==> src/rtl/demux_pkg.sv <==
// Shared constants and types for the 1-to-16 registered demultiplexer.
// Lane width, channel count and select width are fixed here for all users.
package demux_pkg;

  localparam int W  = 33;
  localparam int N  = 16;
  localparam int SW = 4;
  localparam int CW = 8;

  typedef logic [W-1:0]  lane_t;
  typedef logic [SW-1:0] sel_t;
  typedef logic [CW-1:0] cnt_t;

  localparam cnt_t CNT_MAX = '1;

endpackage

==> src/rtl/demux_slot.sv <==
// One-entry holding slot for a single output channel.
// A load always wins over a drain, so load+drain replaces the word with no bubble.
module demux_slot
  import demux_pkg::*;
(
  input  logic  clk,
  input  logic  rst,
  input  logic  load,
  input  lane_t load_data,
  output logic  valid,
  input  logic  ready,
  output lane_t data
);

  localparam logic [0:0] EMPTY = 1'b0;
  localparam logic [0:0] FULL  = 1'b1;

  logic [0:0] state;

  // NOTE: sequential state uses non-blocking assignments so every flop samples
  // pre-edge values regardless of block ordering.
  always_ff @(posedge clk or negedge rst) begin
    if (!rst) begin
      state <= EMPTY;
      // NOTE: the data register is reset as well, so no word from before a
      // reset can ever reappear on the output.
      data  <= '0;
    end else if (load) begin
      state <= FULL;
      data  <= load_data;
    end else if (ready && state == FULL) begin
      state <= EMPTY;
    end
  end

  assign valid = (state == FULL);

endmodule

==> src/rtl/demux_1x16.sv <==
// Registered 1-to-16 demultiplexer: select decode, input-ready mux and a
// saturating counter of words dropped for disabled channels.
module demux_1x16
  import demux_pkg::*;
#(
  parameter int N_ACTIVE = 16
) (
  input  logic           clk,
  input  logic           rst,
  input  logic           in_valid,
  output logic           in_ready,
  input  lane_t          in_data,
  input  sel_t           in_sel,
  output logic [N-1:0]   out_valid,
  input  logic [N-1:0]   out_ready,
  output lane_t [N-1:0]  out_data,
  output cnt_t           drop_cnt
);

  logic sel_en;
  logic accept;

  assign sel_en = (int'(in_sel) < N_ACTIVE);

  // A disabled select is always accepted so upstream never stalls on it.
  assign in_ready = sel_en ? (!out_valid[in_sel] || out_ready[in_sel]) : 1'b1;
  assign accept   = in_valid && in_ready;

  for (genvar k = 0; k < N; k++) begin : g_slot
    logic load;
    assign load = accept && sel_en && (in_sel == sel_t'(k));

    demux_slot u_slot (
      .clk       (clk),
      .rst       (rst),
      .load      (load),
      .load_data (in_data),
      .valid     (out_valid[k]),
      .ready     (out_ready[k]),
      .data      (out_data[k])
    );
  end

  always_ff @(posedge clk or negedge rst) begin
    if (!rst) begin
      drop_cnt <= '0;
    end else if (accept && !sel_en && drop_cnt != CNT_MAX) begin
      drop_cnt <= drop_cnt + 1'b1;
    end
  end

endmodule

==> config.mk <==
export PLATFORM = sky130hd
export DESIGN_NAME = demux_1x16
export DESIGN_NICKNAME = d
export VERILOG_FILES = /design/src/rtl/demux_pkg.sv /design/src/rtl/demux_slot.sv /design/src/rtl/demux_1x16.sv
export SDC_FILE = /design/constraint.sdc
export NUM_CORES = 1
export LEC_CHECK = 0
export BUFFER_PORTS_ARGS = -buffer_cell sky130_fd_sc_hd__buf_2
export CAP_MARGIN = 20
export CORE_AREA = 3 3 235 237
export CTS_CLUSTER_SIZE = 28
export DETAILED_ROUTE_END_ITERATION = 16
export DIE_AREA = 0 0 238 240
export PLACE_DENSITY_LB_ADDON = 0.12
export SYNTH_ARGS = -nofsm -noshare
export SYNTH_HDL_FRONTEND = slang
export SYNTH_SLANG_ARGS = --single-unit
==> constraint.sdc <==
create_clock -name clk -period 3.3 [get_ports clk]
set_input_delay 0 -clock clk [delete_from_list [all_inputs] [get_ports clk]]
set_output_delay 0 -clock clk [all_outputs]
set_load 0.02 [all_outputs]
* After elaboration in Yosys (flattened, before gate mapping) *
Index checks and enable logic that the tools add are counted.
W data, S select, Z words.

cells by class
  shift-type cells = 0
  eq/ne operators = 15
  multipliers = 0
  bitwise logic cells = 0
  reductions and logical operators = 52
  div/mod/pow operators = 0
  multiplexer cells = 36
  add/subtract/negate cells = 0
  magnitude comparators = 1

operators by type and width
  cell                  count
  $mux W1               34
  $logic_and A1 B1 Y1   33
  $eq A4 B4 Y1 const B  8
  $reduce_bool A2 Y1    16
  $eq A4 B3 Y1 const B  4
  $bmux W1 S4           2
  $eq A4 B2 Y1 const B  2
  $lt A4 B5 Y1 const B  1
  $eq A4 B1 Y1 const B  1
  $logic_not A4 Y1      1
  $logic_not A1 Y1      1
  $logic_or A1 B1 Y1    1

storage, ports and cells
  memories kept = 0
  register bits after elaboration = 544
  latch bits = 0
  memory bits (writable) = 0
  bits in read-only memories = 0
  bits of input ports = 56
  logic and storage cells = 136

* Longest topological paths before layout *
Gate-level depths: netlist of the first run.

  word-level depth = 7
  depth in mapped cells = 8

* Hierarchy *
A second synthesis of the first run with hierarchy kept.

second synthesis, totals
  cells, all modules = 1,230
  area total of the unflattened synthesis = 23,132.2 sq um

by module, submodules not included
  module      cells an instance  times used  area an instance (sq um)
  demux_slot  73                 16          1,413.9
  demux_1x16  62                 1           510.5

* Worst setup path before layout of the first run *
OpenSTA, ideal clock, no wires.

  path kind = flip-flop to flip-flop
  start = register g_slot[9].u_slot.state
  end = register g_slot[0].u_slot.data[0]
  clock period less this slack = 2.418 ns
  cell stages (with the launch flop) = 6
  arrival = 2.293 ns
  buffers on the path = 1
  setup slack = 0.882 ns
  path through = dfrtp_1 -> mux4_2 -> mux2_4 -> a2111oi_4 -> buf_6 -> mux2_4

on the way
  word-level cells in the longest chain between the ends = 6

ends and longest elaborated chain
  what                           line              RTL
  start, declared                demux_slot.sv:18  logic [0:0] state;
  start signal, assigned         demux_slot.sv:24  state <= EMPTY;
  start signal, assigned         demux_slot.sv:29  state <= FULL;
  start signal, assigned         demux_slot.sv:32  state <= EMPTY;
  $bmux W1 S4                    demux_1x16.sv:26  assign in_ready = sel_en ? (!out_valid[in_sel] || out_ready[in_sel]) : 1'b1;
  $mux W1 (implied by the code)  demux_1x16.sv:26
  $logic_not A1 Y1               demux_1x16.sv:26
  $logic_or A1 B1 Y1             demux_1x16.sv:26
  $logic_and A1 B1 Y1            demux_1x16.sv:27  assign accept = in_valid && in_ready;
  $logic_and A1 B1 Y1            demux_1x16.sv:31  assign load = accept && sel_en && (in_sel == sel_t'(k));
  end signal, assigned           demux_slot.sv:30  data <= load_data;
  end, declared                  demux_slot.sv:12  output lane_t data

Every way passes these cells. The select of a mux whose other input is x is not followed.
A chain may end at the register's enable or synchronous reset.

* Worst setup path after layout of the first run *
  start = register g_slot[9].u_slot.state
  end = register g_slot[0].u_slot.data[9]

Same word-level chain as after synthesis.

==> results of run 1 <==
synth_stat cells:
| cell type | number |
|---|---|
| mux2_2 | 453 |
| a21o_1 | 9 |
| a2111oi_4 | 4 |
| mux2_1 | 37 |
| buf_6 | 13 |
| nand2b_1 | 1 |
| mux2i_4 | 2 |
| a21oi_1 | 1 |
| nor2b_1 | 1 |
| nor3_1 | 1 |
| nor2_1 | 8 |
| nand2_1 | 2 |
| buf_2 | 41 |
| nand3_1 | 1 |
| dfrtp_1 | 544 |
| o2111a_1 | 1 |
| and4_1 | 1 |
| mux2_4 | 41 |
| o21ai_0 | 7 |
| buf_4 | 27 |
| conb_1 | 1 |
| and4b_1 | 2 |
| o21ai_2 | 7 |
| clkbuf_1 | 35 |
| nand3b_1 | 2 |
| mux4_2 | 8 |
| a211oi_2 | 1 |
| nor4b_1 | 1 |
| inv_1 | 16 |
| o21a_1 | 3 |
| mux2i_1 | 1 |
kinds of logic (layout without fill, tap and decap cells):
family                 after synthesis  in the layout  synth area share (%)
DFF                                544            544                  64.3
muxes                              542            542                  30.1
buffers and inverters              132            801                  3.52
AOI/OAI and AO/OA                   33             33                  1.54
and+or+nand+nor                     20             20                 0.532
other                                1              9                0.0177
stage by stage:
stage	setup slack (ns)	area, sq um	hold WS [ns]
final	0.663	27300	0.0187
after global routing	0.585	27300	0.0161
after CTS	0.649	27300	0.000541
after detailed placement	0.599	24900	0.0134
after global placement	0.628	24900	0.0104
after floorplan	0.882	21200	-0.296
where the power goes:
group          switching [uW]  internal (uW)
logic                    3970           2440
registers                 810           8300
clock network            2600           3980
sequential cells by signal (all words and copies together) (netlist names):
signal               flops
g_slot.u_slot.data     528
g_slot.u_slot.valid     16
final cells by class:
class	instances	area share, %
well taps	696	3.19
multi-input cells	603	25.3
clock inverters	10	0.651
flip-flops and latches	544	49.9
inverters	16	0.220
repair buffers	686	14.4
clock buffers	89	6.38
diodes	1	0.00916
metal layers:
| layer | up-vias | global-route usage [%] | wire [um] | share of wire (%) |
|---|---|---|---|---|
| met5 | - | 0 | 18 | 0.027 |
| met4 | 2 | 6.52 | 1820 | 2.7 |
| met3 | 101 | 7.49 | 5160 | 7.8 |
| met2 | 416 | 38.5 | 32600 | 49 |
| met1 | 7007 | 27.8 | 26700 | 40 |
| li1 | 5694 | - | - | - |
final timing paths:
check                      slack, ns                                      to
max in group asynchronous       2.59  g_slot[11].u_slot.data[29]$_DFFE_PN0P_
setup reg to reg                0.66    g_slot[0].u_slot.data[9]$_DFFE_PN0P_
min in group asynchronous       0.12   g_slot[0].u_slot.data[17]$_DFFE_PN0P_
hold / removal                  0.02   g_slot[7].u_slot.data[23]$_DFFE_PN0P_
hold reg to reg                 0.48   g_slot[0].u_slot.data[18]$_DFFE_PN0P_
setup / recovery                0.66    g_slot[0].u_slot.data[9]$_DFFE_PN0P_
==> run_results.csv, run 1 <==
group,metric,value,unit
power,p_per_area,809,mW/mm^2
floorplan,rows,85,
cells_and_area,fin_util,51.0,%
power,p_leak,0.0135,uW
cells_and_area,final-seq-area,0.0136,sq mm
setup_path,endpoint_kind,"register",
cells_and_area,final_cells,2645,
hold_path,hold_depth,2,
route,wl_per_cell,25.1,um
clock_network,cts_tree,"yes",
setup_path,path_cells,"mux4_2, mux2_4, a2111oi_4, buf_4, mux2_2",
route,totalWireLength,66400,um
timing,fmax,379,MHz
hold_path,worst_hold_path_type,"in -> reg",
cells_and_area,nFillCells,4661,
global_route,grt_pass1_wl,96400,um
timing,post-route-period-util,79.9,%
placement,placed_cells,2495,
floorplan,initial_core_util,39.6,%
clock_network,htreeDepth,2,
placement,dp_hpwl,46900,um
timing,relSlewSlack,59.1,%
clock_network,cts_resized,0,
setup_path,crit_family,"multiplexers",
cells_and_area,multi_input_area,0.00690,sq mm
clock_network,clkTransAtPathRegs,0.06,ns
logic_synthesis,yosys.area.top_type_share,64.3,%
setup_path,cp.depth,5,
setup_path,crit_path_start_kind,"register",
route,drc,0,
power,power,22100,uW
logic_synthesis,ys_warn_count,0,
timing,rsz0062_at_grt,"false",
floorplan,core,0.0535,sq mm
status,status,"completed",
cells_and_area,layout.nets,1966,
clock_network,clk-insertion-delay-late,0.61,ns
timing,tightest_slew,0.614,ns
setup_path,crit_type,"reg -> reg",
route,avgViaCountPerCell,5.00,
setup_path,cpMaxStageDelayCell,"mux4_2",
setup_path,startpoint,"g_slot[9].u_slot.valid$_DFFE_PN0P_",
route,drt-pass1-iter-count,4,
setup_path,path_max_fanout,24,
logic_synthesis,synth_area,0.0212,sq mm
timing,hold_viol,0,
cells_and_area,drive_gt1_share,63.6,%
clock_network,clockBufferDepth,3,
timing,finalClockSkew,0.0133,ns
route,drt_iter0_drc,483,
setup_path,path_buf_inv,1,
setup_path,arrival,3.12,ns
global_route,grt-ovfl-total,0,
global_route,grt_max_degree,97,
global_route,grt_pass1_vias,13758,
placement,port_buffers,600,
timing,setup_viol,0,
logic_synthesis,synthTopCellsByArea,"dfrtp_1 64%, mux2_2 24%, mux2_4 2.9%",
job,timing.max_cap.violations,0,
timing,final.setup.tns,0,ns
clock_network,cts-root-buf,"clkbuf_16",
placement,routabilityCongestion,0.801,
clock_network,hold_buffers,50,
floorplan,die_x,238,um
logic_synthesis,synth_top_area_cell,"dfrtp_1",
cells_and_area,layout_commonest_cell,"buf_2",
logic_synthesis,ys_seq_area_share,64.3,%
logic_synthesis,synth_seq_cells,544,
power,vdd_drop_max,481,uV
clock_network,cts_buffers,59,
clock_network,post-cts-setup-buffers,0,
timing,slew_violations,0,
hold_path,hp-start,"in_data[23]",
global_route,antenna_found_initial,3,
clock_network,cts_sinks,544,
setup_path,r2r-start,"g_slot[9].u_slot.valid$_DFFE_PN0P_",
floorplan,die_area,0.0571,sq mm
logic_synthesis,synthCells,1272,
setup_path,reg2regPathDepth,5,
logic_synthesis,avgSynthCellArea,16.6,sq um
setup_path,cp_data_required_time,3.78,ns
timing,post-route-min-period,2.64,ns
route,vias,13220,
route,ant_nets,0,
global_route,track_usage,22.7,%
cells_and_area,final_cell_mix,"599 x buf_2, 544 x dfrtp_1, 453 x mux2_2",
floorplan,num_io_pins,609,
setup_path,cp_slowest_stage_delay,0.50,ns
floorplan,die_h,240,um
logic_synthesis,ys_types,31,
cells_and_area,area_delta_synth_final,29.0,%
Power figures use the tool's default switching activity.
==> run 2, diff against run 1 <==
- clock period: 3.3 -> 2.7 ns (I/O delays scaled with it)
==> run_results.csv, run 2 (synthesis results as in run 1) <==
group,metric,value,unit
cells_and_area,nFillCells,4688,
floorplan,core,0.0535,sq mm
timing,tightest_slew,0.645,ns
global_route,grt_pass1_vias,13779,
floorplan,rows,85,
timing,hold_slack,-0.00599,ns
global_route,antenna_found_initial,1,
floorplan,die_h,240,um
cells_and_area,final_cell_mix,"599 x buf_2, 544 x dfrtp_1, 453 x mux2_2",
timing,setup_viol,0,
route,drc,0,
job,timing.max_cap.violations,0,
timing,fmax,392,MHz
timing,slew_violations,0,
placement,placed_cells,2505,
power,p_leak,0.0135,uW
clock_network,clkTransAtPathRegs,0.06,ns
clock_network,cts_buffers,58,
setup_path,crit_family,"multiplexers",
timing,rsz0062_at_grt,"false",
timing,final.setup.tns,0,ns
setup_path,endpoint_kind,"register",
cells_and_area,diodes,0,
clock_network,cts_sinks,544,
setup_path,arrival,3.03,ns
power,vdd_drop_max,585,uV
clock_network,cts-root-buf,"clkbuf_16",
clock_network,cts_resized,0,
global_route,grt_max_degree,85,
route,drt_iter0_drc,455,
cells_and_area,area_delta_synth_final,29.1,%
status,violations,"negative hold slack",
placement,port_buffers,600,
floorplan,initial_core_util,39.6,%
route,totalWireLength,65900,um
cells_and_area,design_area,0.0273,sq mm
cells_and_area,largest_reg_flops,528,
clock_network,clockBufferDepth,3,
global_route,grt-ovfl-total,0,
global_route,grt_pass1_wl,96100,um
global_route,track_usage,22.6,%
setup_path,path_max_fanout,11,
setup_path,crit_path_start_kind,"register",
timing,relSlewSlack,57.0,%
setup_path,cp_data_required_time,3.17,ns
timing,timing.final.ws_setup,0.147,ns
power,p_per_area,970,mW/mm^2
setup_path,cpMaxStageDelayCell,"mux4_2",
floorplan,num_io_pins,609,
route,drt-pass1-iter-count,4,
route,avgViaCountPerCell,4.96,
placement,routabilityCongestion,0.778,
route,wl_per_cell,24.8,um
timing,post-route-period-util,94.6,%
setup_path,cp_common_cell,"mux2_4",
route,vias,13195,
setup_path,crit_type,"reg -> reg",
clock_network,cts_tree,"yes",
placement,dp_hpwl,47600,um
clock_network,clk-insertion-delay-late,0.60,ns
timing,hold_viol,3,
status,status,"finished with violations",
placement,pre_cts_slack,0.155,ns
placement,place_area,0.0250,sq mm
hold_path,worst_hold_path_type,"in -> async",
setup_path,path_buf_inv,1,
cells_and_area,layout.nets,1974,
cells_and_area,final_cells,2662,
setup_path,path_cells,"mux4_2, mux2_4, a2111oi_4, buf_4, mux2_4",
setup_path,cp_slowest_stage_delay,0.50,ns
floorplan,die_area,0.0571,sq mm
timing,finalClockSkew,0.0166,ns
cells_and_area,layout_commonest_cell,"buf_2",
route,ant_nets,0,
setup_path,regToRegSetupSlack,0.15,ns
clock_network,htreeDepth,2,
floorplan,die_x,238,um
cells_and_area,largest_register,"g_slot.u_slot.data",
cells_and_area,drive_gt1_share,63.6,%
timing,post-route-min-period,2.55,ns
-- run 2: cell types whose count changed in the layout (fill, tap and decap cells not counted), sizes merged --
cell / before / now
bufinv: 5 / 0
buf: 637 / 646
inv: 16 / 18
clkinv: 4 / 10
diode: 1 / 0
clkbuf: 89 / 95
-- run 2: timing repair --
| action | in CTS | in global routing |
|---|---|---|
| setup buffers | 0 | 0 |
| endpoints found under the hold margin | 991 | 0 |
| hold buffers | 49 | 0 |
-- run 2: final cells by class --
| class | count | area [sq um] | share of cell area, % |
|---|---|---|---|
| flip-flops and latches | 544 | 13600 | 49.8 |
| repair buffers | 695 | 4060 | 14.9 |
| well taps | 696 | 871 | 3.19 |
| clock buffers | 95 | 1740 | 6.37 |
| multi-input cells | 603 | 6900 | 25.3 |
| clock inverters | 13 | 75.1 | 0.275 |
| inverters | 16 | 60.1 | 0.220 |
-- run 2: per-layer routing --
layer | vias up | GRT usage [%] | wire length (um)
li1 | 5740 | - | -
met1 | 6938 | 28.5 | 27100
met2 | 415 | 37.9 | 32100
met3 | 102 | 6.77 | 4750
met4 | 0 | 6.69 | 1970
met5 | - | 0 | 0
-- run 2: worst paths after layout --
kind                                                        from                                    end  cells after the start
min in group clk                                     in_data[29]  g_slot[7].u_slot.data[29]$_DFFE_PN0P_                      2
min reg2reg                g_slot[1].u_slot.data[30]$_DFFE_PN0P_  g_slot[1].u_slot.data[30]$_DFFE_PN0P_                      1
max reg2reg                   g_slot[9].u_slot.valid$_DFFE_PN0P_  g_slot[3].u_slot.data[22]$_DFFE_PN0P_                      5
min                                                          rst  g_slot[11].u_slot.data[9]$_DFFE_PN0P_                      2
max in group asynchronous                                    rst  g_slot[0].u_slot.data[23]$_DFFE_PN0P_                      3
max                           g_slot[9].u_slot.valid$_DFFE_PN0P_  g_slot[3].u_slot.data[22]$_DFFE_PN0P_                      5
-- run 2: metrics by stage --
step | utilization, % | total power, uW
final | 51.1 | 26500
after detailed placement | 46.8 | 19100
after global placement | 46.8 | 19000
after CTS | 51.1 | 26800
after global routing | 51.1 | 27700
after floorplan | - | 15700
-- run 2: power by group --
group / total, uW / internal, uW / switching, uW
Sequential: 11100 / 10100 / 986
Clock: 7550 / 4380 / 3160
Combinational: 7840 / 2990 / 4850
Total: 26500 / 17500 / 9000
-- run 2: worst register-to-register path, stage by stage, from the launching register on --
cell and delay (ns):
dfrtp_1 0.40, mux4_2 0.50, mux2_4 0.37, a2111oi_4 0.48, buf_4 0.34, mux2_4 0.35
